### config.mk
export PLATFORM = sky130hd
export DESIGN_NAME = sseg_scan_ctrl_flat
export DESIGN_NICKNAME = d
export VERILOG_FILES = /design/src/rtl/sseg_pkg.sv /design/src/rtl/sseg_scan_ctrl_if.sv /design/src/rtl/sseg_hex_decode.sv /design/src/rtl/sseg_scan_ctrl.sv /design/src/flat_wrapper.sv
export SDC_FILE = /design/constraint.sdc
export NUM_CORES = 1
export LEC_CHECK = 0
export CAP_MARGIN = 10
export CORE_UTILIZATION = 45
export DETAILED_ROUTE_END_ITERATION = 8
export MAX_ROUTING_LAYER = met4
export PLACE_DENSITY = 0.63
export RECOVER_POWER = 50
export SLEW_MARGIN = 20
export SYNTH_ARGS = -nofsm -noshare
export SYNTH_HDL_FRONTEND = slang
export SYNTH_SLANG_ARGS = --single-unit
### constraint.sdc
create_clock -name clk -period 11.6 [get_ports clk]
set_input_delay 1.74 -clock clk [delete_from_list [all_inputs] [get_ports clk]]
set_output_delay 1.74 -clock clk [all_outputs]
set_load 0.005 [all_outputs]
### src/rtl/sseg_pkg.sv
// Shared constants for the seven-segment scan controller: glyph table and blank code.
package sseg_pkg;

    // Segment order is {a,b,c,d,e,f,g}; a zero bit lights the segment.
    localparam logic [6:0] SEG_BLANK = 7'b1111111;

    localparam logic [6:0] GLYPH_TABLE [16] = '{
        7'b0000001,  // 0
        7'b1001111,  // 1
        7'b0010010,  // 2
        7'b0000110,  // 3
        7'b1001100,  // 4
        7'b0100100,  // 5
        7'b0100000,  // 6
        7'b0001111,  // 7
        7'b0000000,  // 8
        7'b0000100,  // 9
        7'b0001000,  // A
        7'b1100000,  // b
        7'b0110001,  // C
        7'b1000010,  // d
        7'b0110000,  // E
        7'b0111000   // F
    };

endpackage

### src/rtl/sseg_scan_ctrl_if.sv
// Host-side load/brightness inputs and display-side drive outputs of the scan controller.
interface sseg_scan_ctrl_if #(
    parameter int unsigned NUM_DIGITS = 8,
    parameter int unsigned PWM_BITS   = 4
);
    logic                      load;
    logic [4*NUM_DIGITS-1:0]   value;
    logic [NUM_DIGITS-1:0]     dp_in;
    logic                      blank_lz;
    logic [PWM_BITS-1:0]       brightness;
    logic [6:0]                seg_n;
    logic                      dp_n;
    logic [NUM_DIGITS-1:0]     an_n;
    logic                      frame_done;

    // Host side: supplies the digits and brightness, observes the display drive.
    modport master (
        output load, value, dp_in, blank_lz, brightness,
        input  seg_n, dp_n, an_n, frame_done
    );

    // Controller side.
    modport slave (
        input  load, value, dp_in, blank_lz, brightness,
        output seg_n, dp_n, an_n, frame_done
    );
endinterface

### src/rtl/sseg_hex_decode.sv
// Nibble to active-low seven-segment glyph lookup (purely combinational).
module sseg_hex_decode
    import sseg_pkg::*;
(
    input  logic [3:0] nibble,
    output logic [6:0] seg_n_c
);

    assign seg_n_c = GLYPH_TABLE[nibble];

endmodule

### src/rtl/sseg_scan_ctrl.sv
// Multiplexed seven-segment scan controller with frame-synchronous updates,
// leading-zero suppression and PWM brightness.
module sseg_scan_ctrl
    import sseg_pkg::*;
#(
    parameter int unsigned NUM_DIGITS = 8,
    parameter int unsigned TICK_DIV   = 100000,
    parameter int unsigned PWM_BITS   = 4
) (
    input  logic               clk,
    input  logic               reset,
    sseg_scan_ctrl_if.slave    bus
);

    localparam int unsigned VAL_W  = 4 * NUM_DIGITS;
    localparam int unsigned IDX_W  = $clog2(NUM_DIGITS);
    localparam int unsigned TICK_W = (TICK_DIV > 1) ? $clog2(TICK_DIV) : 1;

    localparam logic [IDX_W-1:0]  LAST_IDX  = IDX_W'(NUM_DIGITS - 1);
    localparam logic [TICK_W-1:0] LAST_TICK = TICK_W'(TICK_DIV - 1);

    // Reject illegal parameterisations at elaboration.
    if (NUM_DIGITS < 2 || NUM_DIGITS > 16) begin : g_bad_num_digits
        $error("sseg_scan_ctrl: NUM_DIGITS must be in 2..16");
    end
    if (TICK_DIV < 2) begin : g_bad_tick_div
        $error("sseg_scan_ctrl: TICK_DIV must be at least 2");
    end

    logic [TICK_W-1:0]     tick_cnt;
    logic [IDX_W-1:0]      digit_idx;
    logic [PWM_BITS-1:0]   pwm_cnt;
    logic                  frame_done_q;

    logic [VAL_W-1:0]      pend_value;
    logic [NUM_DIGITS-1:0] pend_dp;
    logic                  pend_blz;
    logic [VAL_W-1:0]      disp_value;
    logic [NUM_DIGITS-1:0] disp_dp;
    logic                  disp_blz;

    logic [6:0]            seg_q;
    logic                  dp_q;
    logic [NUM_DIGITS-1:0] an_q;

    logic                  tick_c;
    logic                  wrap_c;
    logic [3:0]            nibble_c;
    logic [6:0]            glyph_c;
    logic [NUM_DIGITS-1:0] zero_from_c;
    logic                  blank_c;
    logic                  lit_c;
    logic [NUM_DIGITS-1:0] an_next_c;

    assign tick_c = (tick_cnt == LAST_TICK);
    assign wrap_c = tick_c && (digit_idx == LAST_IDX);

    // Slot timer, digit scanner, PWM phase and end-of-frame pulse.
    always_ff @(posedge clk or posedge reset) begin
        if (reset) begin
            tick_cnt     <= '0;
            digit_idx    <= '0;
            pwm_cnt      <= '0;
            frame_done_q <= 1'b0;
        end else begin
            tick_cnt     <= tick_c ? '0 : tick_cnt + TICK_W'(1);
            if (tick_c) begin
                digit_idx <= wrap_c ? '0 : digit_idx + IDX_W'(1);
            end
            pwm_cnt      <= pwm_cnt + PWM_BITS'(1);
            frame_done_q <= wrap_c;
        end
    end

    // Pending capture on load; display refresh only at a frame wrap so a scan is never torn.
    always_ff @(posedge clk or posedge reset) begin
        if (reset) begin
            pend_value <= '0;
            pend_dp    <= '0;
            pend_blz   <= 1'b0;
            disp_value <= '0;
            disp_dp    <= '0;
            disp_blz   <= 1'b0;
        end else begin
            if (bus.load) begin
                pend_value <= bus.value;
                pend_dp    <= bus.dp_in;
                pend_blz   <= bus.blank_lz;
            end
            if (wrap_c) begin
                // A load landing on the wrap edge bypasses pending straight to the display.
                if (bus.load) begin
                    disp_value <= bus.value;
                    disp_dp    <= bus.dp_in;
                    disp_blz   <= bus.blank_lz;
                end else begin
                    disp_value <= pend_value;
                    disp_dp    <= pend_dp;
                    disp_blz   <= pend_blz;
                end
            end
        end
    end

    // zero_from_c[i] is set when nibbles i..NUM_DIGITS-1 of the display value are all zero.
    always_comb begin
        logic run;
        zero_from_c = '0;
        run         = 1'b1;
        for (int i = NUM_DIGITS - 1; i >= 0; i--) begin
            run            = run && (disp_value[4*i +: 4] == 4'h0);
            zero_from_c[i] = run;
        end
    end

    assign nibble_c = disp_value[{digit_idx, 2'b00} +: 4];
    assign blank_c  = disp_blz && (digit_idx != '0) && zero_from_c[digit_idx];
    assign lit_c    = (pwm_cnt < bus.brightness);

    sseg_hex_decode u_hex_decode (
        .nibble  (nibble_c),
        .seg_n_c (glyph_c)
    );

    // One-cold anode for the current digit while the PWM phase is in its on-window.
    always_comb begin
        an_next_c = '1;
        if (lit_c && !blank_c) begin
            an_next_c[digit_idx] = 1'b0;
        end
    end

    // Registered display drive, one clock behind the scan state.
    always_ff @(posedge clk or posedge reset) begin
        if (reset) begin
            an_q  <= '1;
            seg_q <= SEG_BLANK;
            dp_q  <= 1'b1;
        end else begin
            an_q  <= an_next_c;
            seg_q <= blank_c ? SEG_BLANK : glyph_c;
            dp_q  <= blank_c | ~disp_dp[digit_idx];
        end
    end

    assign bus.an_n       = an_q;
    assign bus.seg_n      = seg_q;
    assign bus.dp_n       = dp_q;
    assign bus.frame_done = frame_done_q;

endmodule
### src/flat_wrapper.sv
// flat-port wrapper written by rule: the top's interface ports become plain ports
module sseg_scan_ctrl_flat import sseg_pkg::*;
#(
    parameter int unsigned NUM_DIGITS = 8,
    parameter int unsigned TICK_DIV   = 100000,
    parameter int unsigned PWM_BITS   = 4
)
  (clk, reset, bus_load, bus_value, bus_dp_in, bus_blank_lz, bus_brightness, bus_seg_n, bus_dp_n, bus_an_n, bus_frame_done);
  sseg_scan_ctrl_if #(.NUM_DIGITS(NUM_DIGITS), .PWM_BITS(PWM_BITS)) bus_i ();
  input  logic clk;
  input  logic reset;
  input wire logic [$bits(bus_i.load)-1:0] bus_load;
  input wire logic [$bits(bus_i.value)-1:0] bus_value;
  input wire logic [$bits(bus_i.dp_in)-1:0] bus_dp_in;
  input wire logic [$bits(bus_i.blank_lz)-1:0] bus_blank_lz;
  input wire logic [$bits(bus_i.brightness)-1:0] bus_brightness;
  output wire logic [$bits(bus_i.seg_n)-1:0] bus_seg_n;
  output wire logic [$bits(bus_i.dp_n)-1:0] bus_dp_n;
  output wire logic [$bits(bus_i.an_n)-1:0] bus_an_n;
  output wire logic [$bits(bus_i.frame_done)-1:0] bus_frame_done;
  assign bus_i.load = bus_load;
  assign bus_i.value = bus_value;
  assign bus_i.dp_in = bus_dp_in;
  assign bus_i.blank_lz = bus_blank_lz;
  assign bus_i.brightness = bus_brightness;
  assign bus_seg_n = bus_i.seg_n;
  assign bus_dp_n = bus_i.dp_n;
  assign bus_an_n = bus_i.an_n;
  assign bus_frame_done = bus_i.frame_done;
  sseg_scan_ctrl #(.NUM_DIGITS(NUM_DIGITS), .TICK_DIV(TICK_DIV), .PWM_BITS(PWM_BITS)) u_core (.clk(clk), .reset(reset), .bus(bus_i));
endmodule
After elaboration in Yosys (flattened, before gate mapping):

Memories as Yosys holds them, arrays and structs flattened.
Cells that the tools add are included.

* add/sub/neg operators: 3
* order comparisons: 4
* eq/ne operators: 2
* shift operators: 1
* mux-type cells: 15
* bitwise gates (word level): 4
* reductions and logical operators: 22

Operator list (number)
* $logic_not A4 Y1: 8
* $mux W32: 1
* $shiftx A32 B6 Y4: 1
* $mux W7: 3
* $add A17 B1 Y17 const B: 1
* $eq A17 B17 Y1 const B: 1
* $mux W17: 1
* $mux W8: 2
* $logic_and A1 B1 Y1: 12
* $not A8 Y8: 1
* $bmux W1 S3: 2
* $ge A5 B5 Y1 const B: 1
* $not A4 Y5: 1
* $add A4 B1 Y4 const B: 1
* $lt A3 B4 Y1 const B: 1
* $lt A4 B4 Y1: 1
* $mux W1: 4
* $add A3 B1 Y3 const B: 1
* $demux W1 S3: 1
* $eq A3 B3 Y1 const B: 1
* $ge A3 B1 Y1 const B: 1
* $mux W3: 1
* $reduce_bool A3 Y1: 1
* $logic_not A1 Y1: 1
* 2 further kinds: 2

* flip-flop bits (word level): 123
* bits in read-only memories: 112
* input port bits: 48
* output and inout port bits: 17
* word-level logic and storage cells: 65
* memories kept: 1

Memory list
* (no name shown): depth 16, width 7, read ports 1, clocked after Yosys merged registers in 0, wr ports 0, line sseg_hex_decode.sv:9 `assign seg_n_c = GLYPH_TABLE[nibble];`

Logic depth before layout (Yosys ltp):

Gate-level depths: netlist (run 1).

* depth in word-level cells: 14
* depth in mapped cells: 10

Hierarchy:

A second synthesis (run 1) with hierarchy kept.

* cell total of the unflattened synthesis: 426
* area, all modules: 5660.4 µm²

By module, submodules not included
* sseg_scan_ctrl: times used 1, cells each 395, area an instance 5397.7 µm², seq. area each 3098.0 µm²
* sseg_hex_decode: times used 1, cells each 31, area an instance 262.8 µm², seq. area each 0.0 µm²

Least setup slack after synthesis (run 1):

Ideal clock, no wire load.

* path kind: in2reg
* start point: input bus_load
* end point: register u_core.disp_blz
* arrival: 2.868 ns
* path slack: 8.607 ns
* stages: 4
* cells stage by stage: clkbuf_1 buf_1 mux2_2 mux2_2

* cells in the longest elaborated chain, start to end: 1

Ends and longest elaborated chain
* start, declared: line flat_wrapper.sv:12 `input wire logic [$bits(bus_i.load)-1:0] bus_load;`
* $mux W1: line sseg_scan_ctrl.sv:92 `if (bus.load) begin`
* end signal, assigned: line sseg_scan_ctrl.sv:95 `disp_blz <= bus.blank_lz;`
* end signal, assigned: line sseg_scan_ctrl.sv:99 `disp_blz <= pend_blz;`
* end, declared: line sseg_scan_ctrl.sv:40 `logic disp_blz;`

Every way passes these cells.
A chain may end at the register's enable or synchronous reset.

==> out/metrics.yaml, run 1 <==
job:
  cap_violations: 3
floorplanning:
  initial_utilization_pct: 46.1
  ios: 65
  design.die.area_um2: 12700
  core-area_um2: 12000
  placement_rows: 40
  chipHeight_um: 113
  die_w_um: 113
routing:
  final_antenna_net_count: 0
  detailroute.via_count: 3435
  route.final.wire_length_um: 10500
  drtPass1Iterations: 6
  dr.first_iter.drc_count: 98
  post-route-drc-count: 1
  wire_per_inst_um: 16.5
  routed_via_density: 5.40
clock_network:
  clockBufferDepth: 2
  cts_tree: "built"
  htree_levels: 4
  clock_insertion_delay_worst_skew_ns: 0.41
  ctsHoldBuffers: 0
  cts_made_buffers: 17
  root_buffer: "clkbuf_16"
  post_cts_resized: 0
  postCtsSetupBuffers: 0
  clock_sinks: 123
  cts.reportedPaths.clkPinSlew_ns: 0.05
sta:
  timing.final.ws_setup_ns: 7.41
  finClkSkew_ns: 0.00941
  finalCriticalPeriod_ns: 4.19
  maxSlewViolCount: 120
  finalSetupViolations: 0
  rsz0062_at_grt: "false"
  fin_crit_sh_pct: 36.2
  worst_hold_check_slack_ns: 0.468
  slew_worst_pin_ns: 2.60
  maxSlewHeadroom_pct: -74.0
  hold_viol_final: 0
  timing.fmax_ghz: 0.238
  final.setup.tns_ns: 0
final_layout:
  final_cell_mix: "107 x dfrtp_1, 62 x clkdlybuf4s50_1, 55 x mux2_2"
  insertedDiodeCount: 0
  mostFrequentLayoutCell: "dfrtp_1"
  post_route_cells_drive_above_1_share_pct: 22.3
  area_delta_synth_final_pct: 23.3
  finalCoreUtilization_pct: 56.9
  final_net_count: 538
pwr:
  p_total_w: 0.00101
  vdd_drop_max_v: 0.0000986
  total_switching_power_w: 0.000204
  power-per-cell-area_nw_per_um2: 149
  p_comb_share_pct: 4.6
  sequentialPowerShare_pct: 44.1
  switching_share_pct: 20.1
  internal_power_w: 0.000810
  pwr-share-clk_pct: 51.3
  static-leakage-power_nw: 3.04
logic_synthesis:
  synth.net_count: 470
  yosysTopAreaCell: "dfrtp_1"
  summed_instance_area_of_the_synthesized_netlist_um2: 5520
  synth.yosys.seq_area_share_pct: 56.1
  synth_seq_cells: 123
  yosys.area.top_type_share_pct: 48.5
  syn_avg_cell_area_um2: 13.5
  yosys-top-cells-area: "dfrtp_1 49%, mux2_2 18%, dfstp_2 7.6%"
  synth_cell_type_count: 48
  synth_cells: 408
  ys.warnings.count: 0
worst_setup_path:
  path_class: "primary input to asynchronous set/reset pin"
  worstPathRequired_ns: 12.05
  timing.critical_path.to_type: "asynchronous set/reset pin"
  crit_path_max_incr_delay_ns: 1.47
  crit_path_start_kind: "primary input"
  critPathMaxFanout: 63
  worstPathCellList: "dlygate4sd3_1 -> clkinvlp_2 -> buf_4"
  critPathLaunch: "reset"
  cp_data_arrival_time_ns: 4.65
  critical_path.reg2reg.startpoint: "u_core.tick_cnt[0]$_DFF_PP0_"
  cp_slowest_cell: "clkinvlp_2"
placement:
  placement.setup.worst_slack_ns: 7.98
  gp_congestion: 0.816
  port_buffers: 64
  dpl.hpwl_um: 7050
global_routing:
  grt_pass1_vias: 3651
  grt_max_degree: 64
  groute.usage.overall_pct: 19.4
  grt-ovfl-total: 0
  antenna_found_initial: 0
  grt_pass1_wl_um: 18200
run_status:
  result_of_the_run: "finished with violations"
  failing_checks: "design-rule violations, max-capacitance violations, max-slew violations"
min_path:
  hold_path.class: "flop to flop"
  hold_path_startpoint: "u_core.pwm_cnt[0]$_DFF_PP0_"
## metrics by stage
step	instance area, um^2	std cells
2_1_floorplan	5520	408
3_3_place_gp	6240	604
6_report	6800	636
5_1_grt	6800	636
4_1_cts	6820	636
3_5_place_dp	6240	604
## power groups by stage
stage | sequential (W) | combinational [W] | clock [W]
5_1_grt | 0.000448 | 0.0000519 | 0.000551
6_report | 0.000447 | 0.0000462 | 0.000520
4_1_cts | 0.000448 | 0.0000508 | 0.000530
3_5_place_dp | 0.000455 | 0.0000506 | 0
3_3_place_gp | 0.000454 | 0.0000492 | 0
2_1_floorplan | 0.000453 | 0.0000267 | 0
## flip-flops by register name, indices dropped and copies added, names as in the netlist
register               count
u_core.disp_dp             8
u_core.tick_cnt           17
u_core.disp_blz            1
u_core.bus.frame_done      1
u_core.bus.seg_n           7
u_core.bus.an_n            8
u_core.pend_blz            1
u_core.bus.dp_n            1
u_core.pend_value         32
u_core.digit_idx           3
u_core.pwm_cnt             4
u_core.pend_dp             8
u_core.disp_value         32
## metal layers
layer | GRT usage (%) | part of all wire [%]
met5 | - | 0
met3 | 5.57 | 3.2
met1 | 24.2 | 47
met2 | 29.9 | 49
met4 | 8.00 | 1.5
## final timing paths
path | to | slack, ns | cells past startpoint
max in group clk | u_core.disp_value[12]$_DFFE_PP0P_ | 7.77 | 3
min in group asynchronous | u_core.pend_dp[3]$_DFF_PP0_ | 2.50 | 2
worst min-delay path | u_core.pwm_cnt[0]$_DFF_PP0_ | 0.47 | 1
worst max-delay path | u_core.pend_value[2]$_DFF_PP0_ | 7.41 | 3
worst min register to register | u_core.pwm_cnt[0]$_DFF_PP0_ | 0.47 | 1
worst max register to register | u_core.disp_value[9]$_DFFE_PP0P_ | 7.83 | 6
## critical path: cells and delay by family
family | cells | cell delay (ns)
buffers and inverters | 3 | 2.85
## kinds of logic (layout without fill, tap and decap cells)
group / Yosys count / after routing / share of synthesized area [%]
buffers and inverters: 30 / 111 / 2.95
DFF: 123 / 123 / 56.1
xor gates and xnor gates: 16 / 16 / 2.54
muxes: 102 / 102 / 22.6
and+or+nand+nor: 96 / 96 / 9.14
adders and majority gates: 14 / 14 / 3.17
AOI/OAI and AO/OA: 27 / 27 / 3.47
## cell type report
class | count | area, um^2
Sequential cell | 123 | 3100
Clock buffer | 23 | 458
Tap cell | 147 | 184
Inverter | 13 | 50.0
Multi-Input combinational cell | 255 | 2250
Clock inverter | 9 | 120
Fill cell | 997 | 5160
Timing Repair Buffer | 66 | 646
## synthesized netlist by cell type, drive strengths merged
master,number
nor4bb,1
o311ai,2
o21a,1
a2bb2o,1
mux4,7
and2,2
o22ai,1
xor2,7
o2bb2ai,1
o211ai,3
a21boi,2
nor4,8
o32ai,1
nor3,5
nand2,19
o21ai,6
nand4,14
nor2,20
nand3b,2
nor2b,3
o221ai,1
or3,3
a22o,2
dfstp,16
buf,15
a21o,1
inv,13
xnor2,9
and3,5
mux2,88
a21oi,2
nand2b,3
clkbuf,2
a22oi,2
nand3,10
a31oi,1
dfrtp,107
ha,14
and4,1
mux2i,7
Power figures use the tool's default switching activity.
==> inputs of run 2 (changes only) <==
--- a/config.mk
+++ b/config.mk
@@ -9,7 +9,7 @@
 export CORE_UTILIZATION = 45
 export DETAILED_ROUTE_END_ITERATION = 8
 export MAX_ROUTING_LAYER = met4
-export PLACE_DENSITY = 0.63
+export PLACE_DENSITY = 0.66
 export RECOVER_POWER = 50
 export SLEW_MARGIN = 20
 export SYNTH_ARGS = -nofsm -noshare
==> constraint.sdc (replaced) <==
create_clock -name clk -period 3.4 [get_ports clk]
set_input_delay 0.51 -clock clk [delete_from_list [all_inputs] [get_ports clk]]
set_output_delay 0.51 -clock clk [all_outputs]
set_load 0.005 [all_outputs]
==> run 2 against run 1 <==
Combinational power grew to 3.5 times the previous value. Design area grew 0.96%. Largest power group unchanged. Sequential cell count is the same. Die area is the same. Worst hold slack lost 0.0051 ns. Setup slack lost 6.6 ns. Via count shrank 0.12%. Sequential share of layout area shrank 0.43 points. Non-clock buffer count grew 3. Core utilization grew 0.54 points. The run ends with max-capacitance violations, max-slew violations left.
==> out/metrics.yaml, run 2 (synthesis gave the netlist of run 1 again) <==
clock_network:
  cts.reportedPaths.clkPinSlew_ns: 0.06
  post_cts_resized: 0
  ctsHoldBuffers: 0
  root_buffer: "clkbuf_16"
  clockBufferDepth: 2
  htree_levels: 4
  cts_tree: "built"
  cts_made_buffers: 17
  clock_insertion_delay_worst_skew_ns: 0.41
  clock_sinks: 123
  postCtsSetupBuffers: 0
placement:
  gp_congestion: 0.873
  port_buffers: 64
  dpl.hpwl_um: 7310
  placed_cells_incl_taps: 607
  placement.setup.worst_slack_ns: 0.455
sta:
  timing.fmax_ghz: 0.384
  timing.final.ws_setup_ns: 0.797
  hold_viol_final: 0
  slew_worst_pin_ns: 2.26
  finClkSkew_ns: 0.00766
  worst_hold_check_slack_ns: 0.463
  maxSlewHeadroom_pct: -50.9
  finalSetupViolations: 0
  finalCriticalPeriod_ns: 2.60
  maxSlewViolCount: 42
  fin_crit_sh_pct: 76.6
  final.setup.tns_ns: 0
  rsz0062_at_grt: "false"
final_layout:
  post_route_cells_drive_above_1_share_pct: 24.2
  final_net_count: 541
  fillers: 950
  insertedDiodeCount: 0
  final_cell_mix: "107 x dfrtp_1, 62 x clkdlybuf4s50_1, 58 x mux2_2"
  mostFrequentLayoutCell: "dfrtp_1"
  final_instance_count_without_filler_cells: 639
  area_delta_synth_final_pct: 24.5
  biggestRegsByFlops: "u_core.disp_value: 32 flops, u_core.pend_value: 32 flops, u_core.tick_cnt: 17 flops"
floorplanning:
  ios: 65
  design.die.area_um2: 12700
  core-area_um2: 12000
  chipHeight_um: 113
  initial_utilization_pct: 46.1
  die_w_um: 113
  placement_rows: 40
global_routing:
  grt_max_degree: 66
  grt_pass1_vias: 3620
  grt-ovfl-total: 0
  antenna_found_initial: 0
  grt_pass1_wl_um: 18000
  groute.usage.overall_pct: 19.1
worst_setup_path:
  regToRegEndpoint: "u_core.bus.seg_n[3]$_DFF_PP1_"
  worstPathRequired_ns: 3.71
  critPathMaxFanout: 16
  critical_path.reg2reg.startpoint: "u_core.digit_idx[0]$_DFFE_PP0N_"
  timing.critical_path.to_type: "flop"
  path_class: "flop to flop"
  timing.reg2reg.setup_slack_ns: 0.80
  crit_path_start_kind: "flop"
  r2r_cells: 7
  cp_data_arrival_time_ns: 2.92
routing:
  wire_per_inst_um: 16.1
  post-route-drc-count: 0
  detailroute.via_count: 3431
  routed_via_density: 5.37
  dr.first_iter.drc_count: 109
  final_antenna_net_count: 0
  route.final.wire_length_um: 10300
  drtPass1Iterations: 4
job:
  cap_violations: 1
run_status:
  result_of_the_run: "finished with violations"
  failing_checks: "max-capacitance violations, max-slew violations"
min_path:
  worst_hold_path.endpoint: "u_core.pwm_cnt[0]$_DFF_PP0_"
  hold_path_startpoint: "u_core.pwm_cnt[0]$_DFF_PP0_"
  hold_path.class: "flop to flop"
  hold_path_cells: 1
pwr:
  vdd_drop_max_v: 0.000335
  power-per-cell-area_nw_per_um2: 498
  static-leakage-power_nw: 3.05
run 2: cell types whose count changed in the layout (fill, tap and decap cells not counted), moves of 3 or more:
cell        before  now
clkinv_2         6    2
clkbuf_1         7    3
clkinvlp_4       0    5
mux2_1          31   28
mux2_2          55   58
run 2: final cells by class:
| cell class | instances | area, um^2 | area share [%] |
|---|---|---|---|
| Clock buffer | 21 | 460 | 6.70 |
| Clock inverter | 11 | 120 | 1.75 |
| Tap cell | 147 | 184 | 2.68 |
| Timing Repair Buffer | 69 | 697 | 10.1 |
| Inverter | 13 | 50.0 | 0.729 |
| Multi-Input combinational cell | 255 | 2260 | 32.9 |
| Sequential cell | 123 | 3100 | 45.1 |
run 2: report_power, final:
group	switching (W)	internal (W)	total, W
Clock	0.000620	0.00111	0.00173
Combinational	0.0000734	0.0000883	0.000162
Sequential	0.0000109	0.00152	0.00153
run 2: worst max-delay path by stage:
stage / startpoint / slack [ns] / endpoint / cells after the start
after floorplan: u_core.digit_idx[2]$_DFFE_PP0N_ / 0.95 / u_core.bus.seg_n[4]$_DFF_PP1_ / 7
after global placement: u_core.digit_idx[0]$_DFFE_PP0N_ / 0.71 / u_core.bus.seg_n[3]$_DFF_PP1_ / 7
after detailed placement: u_core.digit_idx[0]$_DFFE_PP0N_ / 0.46 / u_core.bus.seg_n[3]$_DFF_PP1_ / 7
after CTS: u_core.digit_idx[0]$_DFFE_PP0N_ / 0.45 / u_core.bus.seg_n[3]$_DFF_PP1_ / 7
after global routing: u_core.digit_idx[0]$_DFFE_PP0N_ / 0.56 / u_core.bus.seg_n[3]$_DFF_PP1_ / 7
final: u_core.digit_idx[0]$_DFFE_PP0N_ / 0.80 / u_core.bus.seg_n[3]$_DFF_PP1_ / 7
run 2: worst max-delay path: stages (launching register included):
cell      delay, ns
dfrtp_1        0.70
mux2i_1        0.15
o311ai_1       0.69
inv_1          0.20
ha_1           0.28
mux2_4         0.28
mux2i_1        0.13
nand2_1        0.07
run 2: metrics by stage:
stage               total power (W)  utilization, %  instance area, um^2
detailed placement          0.00173            52.6                 6290
global route                0.00355            57.4                 6870
global placement            0.00172            52.6                 6290
floorplan                   0.00164               -                 5520
finish                      0.00342            57.4                 6870
CTS                         0.00347            57.4                 6870
run 2: routing by layer:
layer	global-route usage (%)	wire, um	up-vias
met5	-	0	-
met4	6.49	159	0
met3	5.78	429	18
met2	30.2	5110	73
met1	23.3	4600	1718
li1	-	-	1622
